**config.mk**
```make
export PLATFORM = sky130hd
export DESIGN_NAME = opll_reg_if_flat
export DESIGN_NICKNAME = d
export VERILOG_FILES = /design/src/rtl/opll_pkg.sv /design/src/rtl/opll_reg_if_if.sv /design/src/rtl/sync_fifo.sv /design/src/rtl/opll_reg_if.sv /design/src/flat_wrapper.sv
export SDC_FILE = /design/constraint.sdc
export NUM_CORES = 1
export LEC_CHECK = 0
export ABC_AREA = 1
export CAP_MARGIN = 20
export CORE_ASPECT_RATIO = 1.1
export CORE_UTILIZATION = 60
export CTS_BUF_LIST = sky130_fd_sc_hd__clkbuf_4 sky130_fd_sc_hd__clkbuf_8
export CTS_CLUSTER_DIAMETER = 200
export DETAILED_ROUTE_END_ITERATION = 8
export GPL_TIMING_DRIVEN = 0
export MAX_ROUTING_LAYER = met4
export PLACE_DENSITY = 0.78
export SLEW_MARGIN = 10
export SYNTH_ARGS = -nofsm -noshare
export SYNTH_HDL_FRONTEND = slang
export SYNTH_HIERARCHICAL = 1
export SYNTH_SLANG_ARGS = --single-unit
```
**constraint.sdc**
```tcl
create_clock -name clk -period 3.1 [get_ports clk]
set_input_delay 0.775 -clock clk [delete_from_list [all_inputs] [get_ports clk]]
set_output_delay 0.775 -clock clk [all_outputs]
set_load 0.005 [all_outputs]
```
**src/rtl/opll_pkg.sv**
```systemverilog
// opll_pkg: shared decode constants and helpers for the OPLL register interface.
//   DEC_MASK / DEC_IDX / DEC_DAT : CPU address decode (masked compare)
//   decode_addr()                : classifies a CPU address as index/data/none
//   idx_valid()                  : true for register indices implemented by the OPLL core
package opll_pkg;

    localparam logic [15:0] DEC_MASK = 16'hF030;
    localparam logic [15:0] DEC_IDX  = 16'h9010;
    localparam logic [15:0] DEC_DAT  = 16'h9030;

    localparam int IDX_W   = 6;
    localparam int DAT_W   = 8;
    localparam int ENTRY_W = IDX_W + DAT_W;

    typedef enum logic [1:0] {
        CMD_NONE = 2'd0,
        CMD_IDX  = 2'd1,
        CMD_DAT  = 2'd2
    } cpu_cmd_t;

    function automatic cpu_cmd_t decode_addr(input logic [15:0] addr);
        logic [15:0] masked;
        masked = addr & DEC_MASK;
        if (masked == DEC_IDX) return CMD_IDX;
        if (masked == DEC_DAT) return CMD_DAT;
        return CMD_NONE;
    endfunction

    // Implemented ranges: 0x00-0x07, then 0x?0-0x?5 in each upper 16-entry bank.
    function automatic logic idx_valid(input logic [IDX_W-1:0] idx);
        if (idx[5:4] == 2'b00) return !idx[3];
        return idx[3:0] <= 4'd5;
    endfunction

endpackage

```
**src/rtl/opll_reg_if_if.sv**
```systemverilog
// opll_reg_if_if: CPU write strobe bus plus the register-write handshake to the synth core.
//   master : CPU / synth-core side (drives cpu_*, reg_ready)
//   slave  : opll_reg_if side (drives reg_valid, reg_addr, reg_data)
interface opll_reg_if_if;
    logic        cpu_we;
    logic [15:0] cpu_addr;
    logic [7:0]  cpu_dat;
    logic        reg_valid;
    logic        reg_ready;
    logic [5:0]  reg_addr;
    logic [7:0]  reg_data;

    modport master (
        output cpu_we, cpu_addr, cpu_dat, reg_ready,
        input  reg_valid, reg_addr, reg_data
    );

    modport slave (
        input  cpu_we, cpu_addr, cpu_dat, reg_ready,
        output reg_valid, reg_addr, reg_data
    );
endinterface

```
**src/rtl/sync_fifo.sv**
```systemverilog
// sync_fifo: single-clock FIFO, no output bypass.
//   clk, rst        : clock, synchronous active-high reset
//   push/din        : write request (ignored when full unless popping the same cycle)
//   pop/dout        : read request (ignored when empty), dout shows the head entry
//   full/empty/count: occupancy
module sync_fifo #(
    parameter int WIDTH = 14,
    parameter int DEPTH = 4
) (
    input  logic                     clk,
    input  logic                     rst,
    input  logic                     push,
    input  logic [WIDTH-1:0]         din,
    input  logic                     pop,
    output logic [WIDTH-1:0]         dout,
    output logic                     full,
    output logic                     empty,
    output logic [$clog2(DEPTH):0]   count
);
    localparam int PTR_W = $clog2(DEPTH);
    localparam int CNT_W = PTR_W + 1;

    logic [WIDTH-1:0] r_mem [DEPTH];
    logic [PTR_W-1:0] r_wr_ptr;
    logic [PTR_W-1:0] r_rd_ptr;
    logic [CNT_W-1:0] r_count;
    logic             w_pop;
    logic             w_push;

    assign full   = (r_count == CNT_W'(DEPTH));
    assign empty  = (r_count == '0);
    assign count  = r_count;
    assign dout   = r_mem[r_rd_ptr];
    assign w_pop  = pop && !empty;
    // A pop in the same cycle frees the slot a full-queue push needs.
    assign w_push = push && (!full || w_pop);

    always_ff @(posedge clk) begin
        if (rst) begin
            r_wr_ptr <= '0;
            r_rd_ptr <= '0;
            r_count  <= '0;
        end else begin
            if (w_push) begin
                r_mem[r_wr_ptr] <= din;
                r_wr_ptr        <= r_wr_ptr + 1'b1;
            end
            if (w_pop) r_rd_ptr <= r_rd_ptr + 1'b1;
            case ({w_push, w_pop})
                2'b10:   r_count <= r_count + 1'b1;
                2'b01:   r_count <= r_count - 1'b1;
                default: r_count <= r_count;
            endcase
        end
    end
endmodule

```
**src/rtl/opll_reg_if.sv**
```systemverilog
// opll_reg_if: CPU-facing OPLL register port. Index/data writes are decoded, valid
// data writes are queued for the synth core (paced by WR_GAP) and mirrored in a
// 64x8 shadow file the CPU side can read back.
//   clk, map_rst         : clock, synchronous active-high reset
//   bus (slave)          : cpu_we/cpu_addr/cpu_dat in, reg_valid/reg_addr/reg_data out, reg_ready in
//   ss_addr / ss_rdat    : combinational shadow read
//   idx_latch            : currently latched register index
//   ovf                  : sticky, a valid data write was dropped on a full queue
//   q_count              : queue occupancy
module opll_reg_if
    import opll_pkg::*;
#(
    parameter int FIFO_DEPTH = 4,
    parameter int WR_GAP     = 84
) (
    input  logic                        clk,
    input  logic                        map_rst,
    opll_reg_if_if.slave                bus,
    input  logic [5:0]                  ss_addr,
    output logic [7:0]                  ss_rdat,
    output logic [5:0]                  idx_latch,
    output logic                        ovf,
    output logic [$clog2(FIFO_DEPTH):0] q_count
);
    localparam int GAP_W = $clog2(WR_GAP + 1);

    logic [IDX_W-1:0]   r_idx;
    logic               r_ovf;
    logic [GAP_W-1:0]   r_gap;
    logic [DAT_W-1:0]   r_shadow [64];

    cpu_cmd_t           w_cmd;
    logic               w_dat_wr;
    logic               w_valid;
    logic               w_pop;
    logic               w_full;
    logic               w_empty;
    logic [ENTRY_W-1:0] w_head;

    assign w_cmd    = bus.cpu_we ? decode_addr(bus.cpu_addr) : CMD_NONE;
    assign w_dat_wr = (w_cmd == CMD_DAT) && idx_valid(r_idx);
    // No bypass: reg_valid only depends on registered queue/gap state.
    assign w_valid  = !w_empty && (r_gap == '0);
    assign w_pop    = w_valid && bus.reg_ready;

    sync_fifo #(
        .WIDTH (ENTRY_W),
        .DEPTH (FIFO_DEPTH)
    ) u_fifo (
        .clk   (clk),
        .rst   (map_rst),
        .push  (w_dat_wr),
        .din   ({r_idx, bus.cpu_dat}),
        .pop   (w_pop),
        .dout  (w_head),
        .full  (w_full),
        .empty (w_empty),
        .count (q_count)
    );

    always_ff @(posedge clk) begin
        if (map_rst) begin
            r_idx <= '0;
            r_ovf <= 1'b0;
            r_gap <= '0;
            for (int i = 0; i < 64; i++) r_shadow[i] <= '0;
        end else begin
            if (w_cmd == CMD_IDX) r_idx <= bus.cpu_dat[IDX_W-1:0];
            // Shadow tracks every valid data write, even one the full queue drops.
            if (w_dat_wr) r_shadow[r_idx] <= bus.cpu_dat;
            if (w_dat_wr && w_full && !w_pop) r_ovf <= 1'b1;
            if (w_pop)
                r_gap <= GAP_W'(WR_GAP - 1);
            else if (r_gap != '0)
                r_gap <= r_gap - 1'b1;
        end
    end

    assign bus.reg_valid = w_valid;
    assign bus.reg_addr  = w_head[ENTRY_W-1:DAT_W];
    assign bus.reg_data  = w_head[DAT_W-1:0];
    assign ss_rdat       = r_shadow[ss_addr];
    assign idx_latch     = r_idx;
    assign ovf           = r_ovf;
endmodule

```
**src/flat_wrapper.sv**
```systemverilog
// flat-port wrapper written by rule: the top's interface ports become plain ports
module opll_reg_if_flat import opll_pkg::*;
#(
    parameter int FIFO_DEPTH = 4,
    parameter int WR_GAP     = 84
)
  (clk, map_rst, ss_addr, ss_rdat, idx_latch, ovf, q_count, bus_cpu_we, bus_cpu_addr, bus_cpu_dat, bus_reg_ready, bus_reg_valid, bus_reg_addr, bus_reg_data);
  opll_reg_if_if bus_i ();
  input  logic clk;
  input  logic map_rst;
  input  logic [5:0] ss_addr;
  output logic [7:0] ss_rdat;
  output logic [5:0] idx_latch;
  output logic ovf;
  output logic [$clog2(FIFO_DEPTH):0] q_count;
  input wire logic [$bits(bus_i.cpu_we)-1:0] bus_cpu_we;
  input wire logic [$bits(bus_i.cpu_addr)-1:0] bus_cpu_addr;
  input wire logic [$bits(bus_i.cpu_dat)-1:0] bus_cpu_dat;
  input wire logic [$bits(bus_i.reg_ready)-1:0] bus_reg_ready;
  output wire logic [$bits(bus_i.reg_valid)-1:0] bus_reg_valid;
  output wire logic [$bits(bus_i.reg_addr)-1:0] bus_reg_addr;
  output wire logic [$bits(bus_i.reg_data)-1:0] bus_reg_data;
  assign bus_i.cpu_we = bus_cpu_we;
  assign bus_i.cpu_addr = bus_cpu_addr;
  assign bus_i.cpu_dat = bus_cpu_dat;
  assign bus_i.reg_ready = bus_reg_ready;
  assign bus_reg_valid = bus_i.reg_valid;
  assign bus_reg_addr = bus_i.reg_addr;
  assign bus_reg_data = bus_i.reg_data;
  opll_reg_if #(.FIFO_DEPTH(FIFO_DEPTH), .WR_GAP(WR_GAP)) u_core (.clk(clk), .map_rst(map_rst), .bus(bus_i), .ss_addr(ss_addr), .ss_rdat(ss_rdat), .idx_latch(idx_latch), .ovf(ovf), .q_count(q_count));
endmodule
```
Yosys cells after proc, flatten, opt, wreduce, memory -nomap -nowiden:

Memories as Yosys holds them, arrays and structs flattened. A register that Yosys moved wholly into a read port is not among the register bits.
Cells that the tools add are included.
W data, S select, Z words.

* add/sub/neg operators: 5
* $lt $le $gt $ge: 1
* eq/ne operators: 7
* mux-type cells: 27
* reductions and logical operators: 20

Operators with widths (count)
* $mux W1: 15
* $mux W2: 7
* $mux W7: 2
* $eq A6 B6 Y1 const B: 2
* $mux W8: 1
* $reduce_or A8 Y1: 1
* $logic_and A1 B1 Y1: 7
* $logic_not A7 Y1: 1
* $reduce_bool A7 Y1: 1
* $sub A7 B1 Y7 const B: 1
* $mux W6: 1
* $pmux W3 S2: 1
* $add A2 B1 Y2 const B: 2
* $eq A2 B1 Y1 const B: 2
* $eq A2 B2 Y1 const B: 2
* $le A4 B3 Y1 const B: 1
* $logic_not A1 Y1: 4
* $reduce_bool A2 Y1: 2
* $add A3 B1 Y3 const B: 1
* $eq A3 B3 Y1 const B: 1
* $logic_not A3 Y1: 1
* $sub A3 B1 Y3 const B: 1
* $logic_not A2 Y1: 1
* $reduce_or A2 Y1: 1
* $logic_or A1 B1 Y1: 1

* bits in registers: 21
* memory bits (writable): 568
* bits of input ports: 34
* output and inout bits: 33
* word-level logic and storage cells: 69
* memories kept: 2

Memory list
* u_core.r_shadow: depth 64, bits a word 8, read ports 1, clocked after Yosys merged registers in 0, wr ports 64, RTL line opll_reg_if.sv:30 `logic [DAT_W-1:0] r_shadow [64];`
* u_core.u_fifo.r_mem: depth 4, bits a word 14, read ports 1, clocked after Yosys merged registers in 1, wr ports 1, RTL line sync_fifo.sv:23 `logic [WIDTH-1:0] r_mem [DEPTH];`

Depth between registers and ports, before layout:

Gate-level depths: netlist (run 1).

* depth in word-level cells: 13
* mapped depth: 15

Hierarchy:

The synthesis (run 1) kept the hierarchy.

By module, submodules not included
* opll_reg_if: instances 1, cells each 2148, area an instance 23917.9 um^2, sequential area each 15655.0 um^2
* sync_fifo: instances 1, cells each 203, area an instance 2555.0 um^2, sequential area each 1861.8 um^2

Worst setup path after synthesis (run 1):

Ideal clock, no wire load.

* kind: reg2reg
* start: register u_core.r_gap[0]
* end: memory u_core.u_fifo.r_mem[0][0] (enable)
* library setup time: 0.385 ns
* data arrival time: 2.283 ns
* setup slack: 0.433 ns
* stages on the path, launching flop included: 15
* path buffers: 0
* period minus slack after synthesis: 2.667 ns
* cell sequence: dfxtp_1 inv_1 ha_1 nand2_1 nor2_1 nand2_1 nor2_1 nand2_1 inv_1 nand2_4 nand2_1 nand2_1 inv_2 nand2_2 nor2_1

* word-level cells in the longest chain between the ends: 9

RTL lines
* start, declared: RTL line opll_reg_if.sv:29 `logic [GAP_W-1:0] r_gap;`
* start signal, assigned: RTL line opll_reg_if.sv:73 `r_gap <= GAP_W'(WR_GAP - 1);`
* start signal, assigned: RTL line opll_reg_if.sv:75 `r_gap <= r_gap - 1'b1;`
* $logic_not A7 Y1: RTL line opll_reg_if.sv:43 `assign w_valid = !w_empty && (r_gap == '0);`
* $logic_and A1 B1 Y1: RTL line opll_reg_if.sv:43
* net bus_reg_valid: RTL line flat_wrapper.sv:20 `output wire logic [$bits(bus_i.reg_valid)-1:0] bus_reg_valid;`
* $logic_and A1 B1 Y1: RTL line opll_reg_if.sv:44 `assign w_pop = w_valid && bus.reg_ready;`
* net u_core.w_pop: RTL line opll_reg_if.sv:35 `logic w_pop;`
* $logic_and A1 B1 Y1: RTL line sync_fifo.sv:34 `assign w_pop = pop && !empty;`
* $logic_or A1 B1 Y1: RTL line sync_fifo.sv:36 `assign w_push = push && (!full || w_pop);`
* $logic_and A1 B1 Y1: RTL line sync_fifo.sv:36
* $mux W1: RTL line sync_fifo.sv:44 `if (w_push) begin`
* $mux W1: RTL line sync_fifo.sv:39 `if (rst) begin`
* $mux W1 (not written as such): RTL line sync_fifo.sv:45 `r_mem[r_wr_ptr] <= din;`
* end, declared: RTL line sync_fifo.sv:23

The timed path passes the listed nets, and every way through them passes these cells.

Worst setup path in the final report (run 1):

* start: input port ss_addr[0]
* end: output port ss_rdat[2]

* word-level cells in the longest chain between the ends: 1

RTL lines
* start, declared: RTL line flat_wrapper.sv:11 `input logic [5:0] ss_addr;`
* $mem_v2 Z64 W8
* end, declared: RTL line flat_wrapper.sv:12 `output logic [7:0] ss_rdat;`

No other way between the ends.

==> results of run 1 <==
## final timing paths
| check | start | end | slack, ps |
|---|---|---|---|
| min reg2reg | u_core/u_fifo/r_rd_ptr[1]$_SDFFE_PP0N_ | flop | 470 |
| max | ss_addr[0] | ss_rdat[2] | -30 |
| min | u_core/u_fifo/r_rd_ptr[1]$_SDFFE_PP0N_ | flop | 470 |
| max reg2reg | u_core/r_gap[0]$_SDFFE_PP0P_ | u_core/u_fifo/r_mem[2][1]$_DFFE_PP_ | 280 |
## layout make-up
| cell class | instances | share of cell area [%] |
|---|---|---|
| clock buffer | 123 | 4.75 |
| clock inverter | 32 | 0.580 |
| inverter | 46 | 0.584 |
| tap | 574 | 2.22 |
| sequential | 591 | 54.1 |
| timing repair buffer | 94 | 3.24 |
| multi-input combinational | 1799 | 28.9 |
| buffer | 217 | 5.59 |
## cells by family (layout without fill, tap and decap cells)
logic type / count (synthesis) / in the layout / synth area share (%)
flip-flops: 591 / 591 / 66.2
AND/OR/NAND/NOR: 1389 / 1389 / 26.8
other: 1 / 304 / 0.0142
XOR/XNOR: 2 / 2 / 0.0662
buffers and inverters: 264 / 512 / 4.64
adder cells (fa/ha/maj): 6 / 6 / 0.312
AO/OA/AOI/OAI: 98 / 98 / 1.96
## critical path, stage by stage
cell and delay [ps]:
buf_12 120, inv_12 50, buf_12 150, buf_12 120, buf_16 130, buf_6 120, nand2_2 70, nand3_2 90
nand3_4 110, nand2_2 80, nand2_2 80, nand3_4 100, nand3_4 150, nand2_4 80, buf_6 120
## per-layer routing
layer | wire, microns | vias to the layer above | global-route usage, % | share of wire [%]
met3 | 8670 | 344 | 6.50 | 11
li1 | - | 8921 | - | -
met5 | 0 | - | - | 0
met2 | 36700 | 1340 | 55.5 | 47
met4 | 6080 | 0 | 24.2 | 7.8
met1 | 26900 | 9498 | 42.5 | 34
## report_power, final
group | internal, mW | switching (mW)
logic | 0.605 | 1.29
registers | 9.22 | 0.139
clock network | 3.35 | 2.94
total | 13.2 | 4.37
## sequential cells by signal, summed over array words and instances, names as in the netlist, named ones only
name                    cells
u_core/idx_latch            6
u_core/ovf                  1
u_core/r_gap                7
u_core/r_shadow           512
u_core/u_fifo/count         3
u_core/u_fifo/r_mem        56
u_core/u_fifo/r_rd_ptr      2
u_core/u_fifo/r_wr_ptr      2
## stage by stage
stage	hold WS (ps)	utilization (%)
2_1_floorplan	418	-
3_3_place_gp	436	66.4
3_5_place_dp	460	66.6
4_1_cts	464	73.5
5_1_grt	484	74.5
6_report	466	74.5
## placed cells by master (no fill, tap or decap), types with 14 or more instances in the layout
cell             count
a21oi_1             15
buf_1               16
buf_12              22
buf_2               21
buf_4               43
buf_6               42
clkbuf_1            69
clkbuf_2            14
clkbuf_4            32
clkbuf_8           107
clkdlybuf4s50_1     39
clkinv_1            29
conb_1             304
dfxtp_1             21
edfxtp_1           568
inv_1               31
nand2_1            626
nand2_2             41
nand3_1            375
nand3_2             61
nor2_1              63
nor3_1              15
nor3_2             178
o21ai_0             54
o22ai_1             14
## timing repair
action / 4_1_cts / 5_1_grt
setup endpoints to repair: 23 / 26
cloned: 6 / 5
endpoints found under the hold margin: 0 / 0
resized for setup: 333 / 97
pin swaps: 26 / 42
setup buffers: 8 / 8
==> out/qor.txt, run 1 <==
Crit end category - output port
Most frequent cell after synthesis - nand2_1
Tot Pwr - 17.5 mW
Post-synth EDFFs - 568
Worst-Skew Late Latency - 680 ps
Cell area after synthesis - 26500 sq um
Largest net degree at the start of global routing - 15
Worst Skew - 21.4 ps
Die Wd - 202 microns
Cell Pwr Density - 542 nW/um^2
Hold Path Stages - 1
Placement Cell Area - 28900 sq um
Drt drc - 0
Starting DRC count in detailed routing - 2419
Fmax - 319 MHz
Share of layout cells above drive strength 1 - 21.9%
TritonRoute pass-1 iters - 6
Vias in the first global route - 19500
CTS tree - done
Failing checks - negative setup slack
Cts-stage hold buffer count - 0
Synth top cells by count - 668 x nand2_1, 568 x edfxtp_1, 439 x nand3_1
Core area - 43400 sq um
GRT Resource Usage Total - 35.7%
Initial antenna violation count - 1
Design Area, Final - 32400 sq um
# fillers - 2901
Finished Layout Cells - 3476
Yosys Warn Count - 6
Multi-input logic area - 9360 sq um
Final period util - 101%
Area grow syn2layout - 22.3%
Post-synth cell types - 37
DP Worst Slack - -1490 ps
Dominant cells by area after synthesis - edfxtp_1 64%, nand2_1 9.5%, nand3_1 8.3%
MaxCap Viol Count - 0
Leakage power - 12.6 nW
Clock Pin Slew Worst Setup and Hold Paths - 60 ps
Num CTS Buffers - 92
DR vias - 20100
Yosys top cell area share - 64.4%
Post-DP HPWL - 53600 microns
Fin nets - 2881
Routed Antenna Nets - 0
First-pass GRT wire length - 113000 microns
GP Congestion - 0.988
N_diodes - 0
Yosys reg bits - 591
Sequential cell area fraction in the yosys report - 66.2%
RSZ-0062 raised after global routing - true
Post-Place Cells - 3292
Clock Sinks - 591
WS Path Type - input pin to output port
Synthesized netlist cell count - 2351
Via/cell ratio - 5.78
Clock buffer depth - 3
Minimum clock period - 3130 ps
# IOs - 67
Synth Area per Inst - 11.3 sq um
Die ar. - 45000 sq um
Worst Hold Class - flop to flop
Biggest area consumer among synthesized cells - edfxtp_1
CTS root buffer - clkbuf_8
Required time worst endpoint - 2320 ps
Initial Utilization - 60.9%
FP Rows - 80
Sum Neg Setup Slack - -42.6 ps
Status - complete, but fails checks
Post-synth ARST share - 0%
Total congestion overflow - 0
Final WL - 78300 microns
Final Setup Violations - 2
Actual slew at the worst max-slew pin - 1040 ps
Hold Vio Cnt, Final - 0
Avg WL per Cell - 22.5 microns
Dominant synthesized flop cell - edfxtp_1
FF+latch area - 17500 sq um
IO Port Bufs - 52
Die height - 222 microns
Final WS setup - -32.0 ps
Crit-path max FO - 6
Worst Reg-to-Reg Cells - 14
Htree depth - 3
Fin. max-slew vios - 0
Maximum vdd drop - 0.000414 V
Worst Path Arrival - 2360 ps
Max_slew headroom - 30.5%
Worst Setup Start Kind - input pin
(Power assumes the default switching activity.)
==> run 2, diff against run 1 <==
--- a/config.mk
+++ b/config.mk
@@ -6,6 +6,7 @@
 export NUM_CORES = 1
 export LEC_CHECK = 0
 export ABC_AREA = 1
+export ABC_CLOCK_PERIOD_IN_PS = 3100
 export CAP_MARGIN = 20
 export CORE_ASPECT_RATIO = 1.1
 export CORE_UTILIZATION = 60
==> results of run 2 <==
The final DEF is identical to that of run 1; final timing and power are the same.
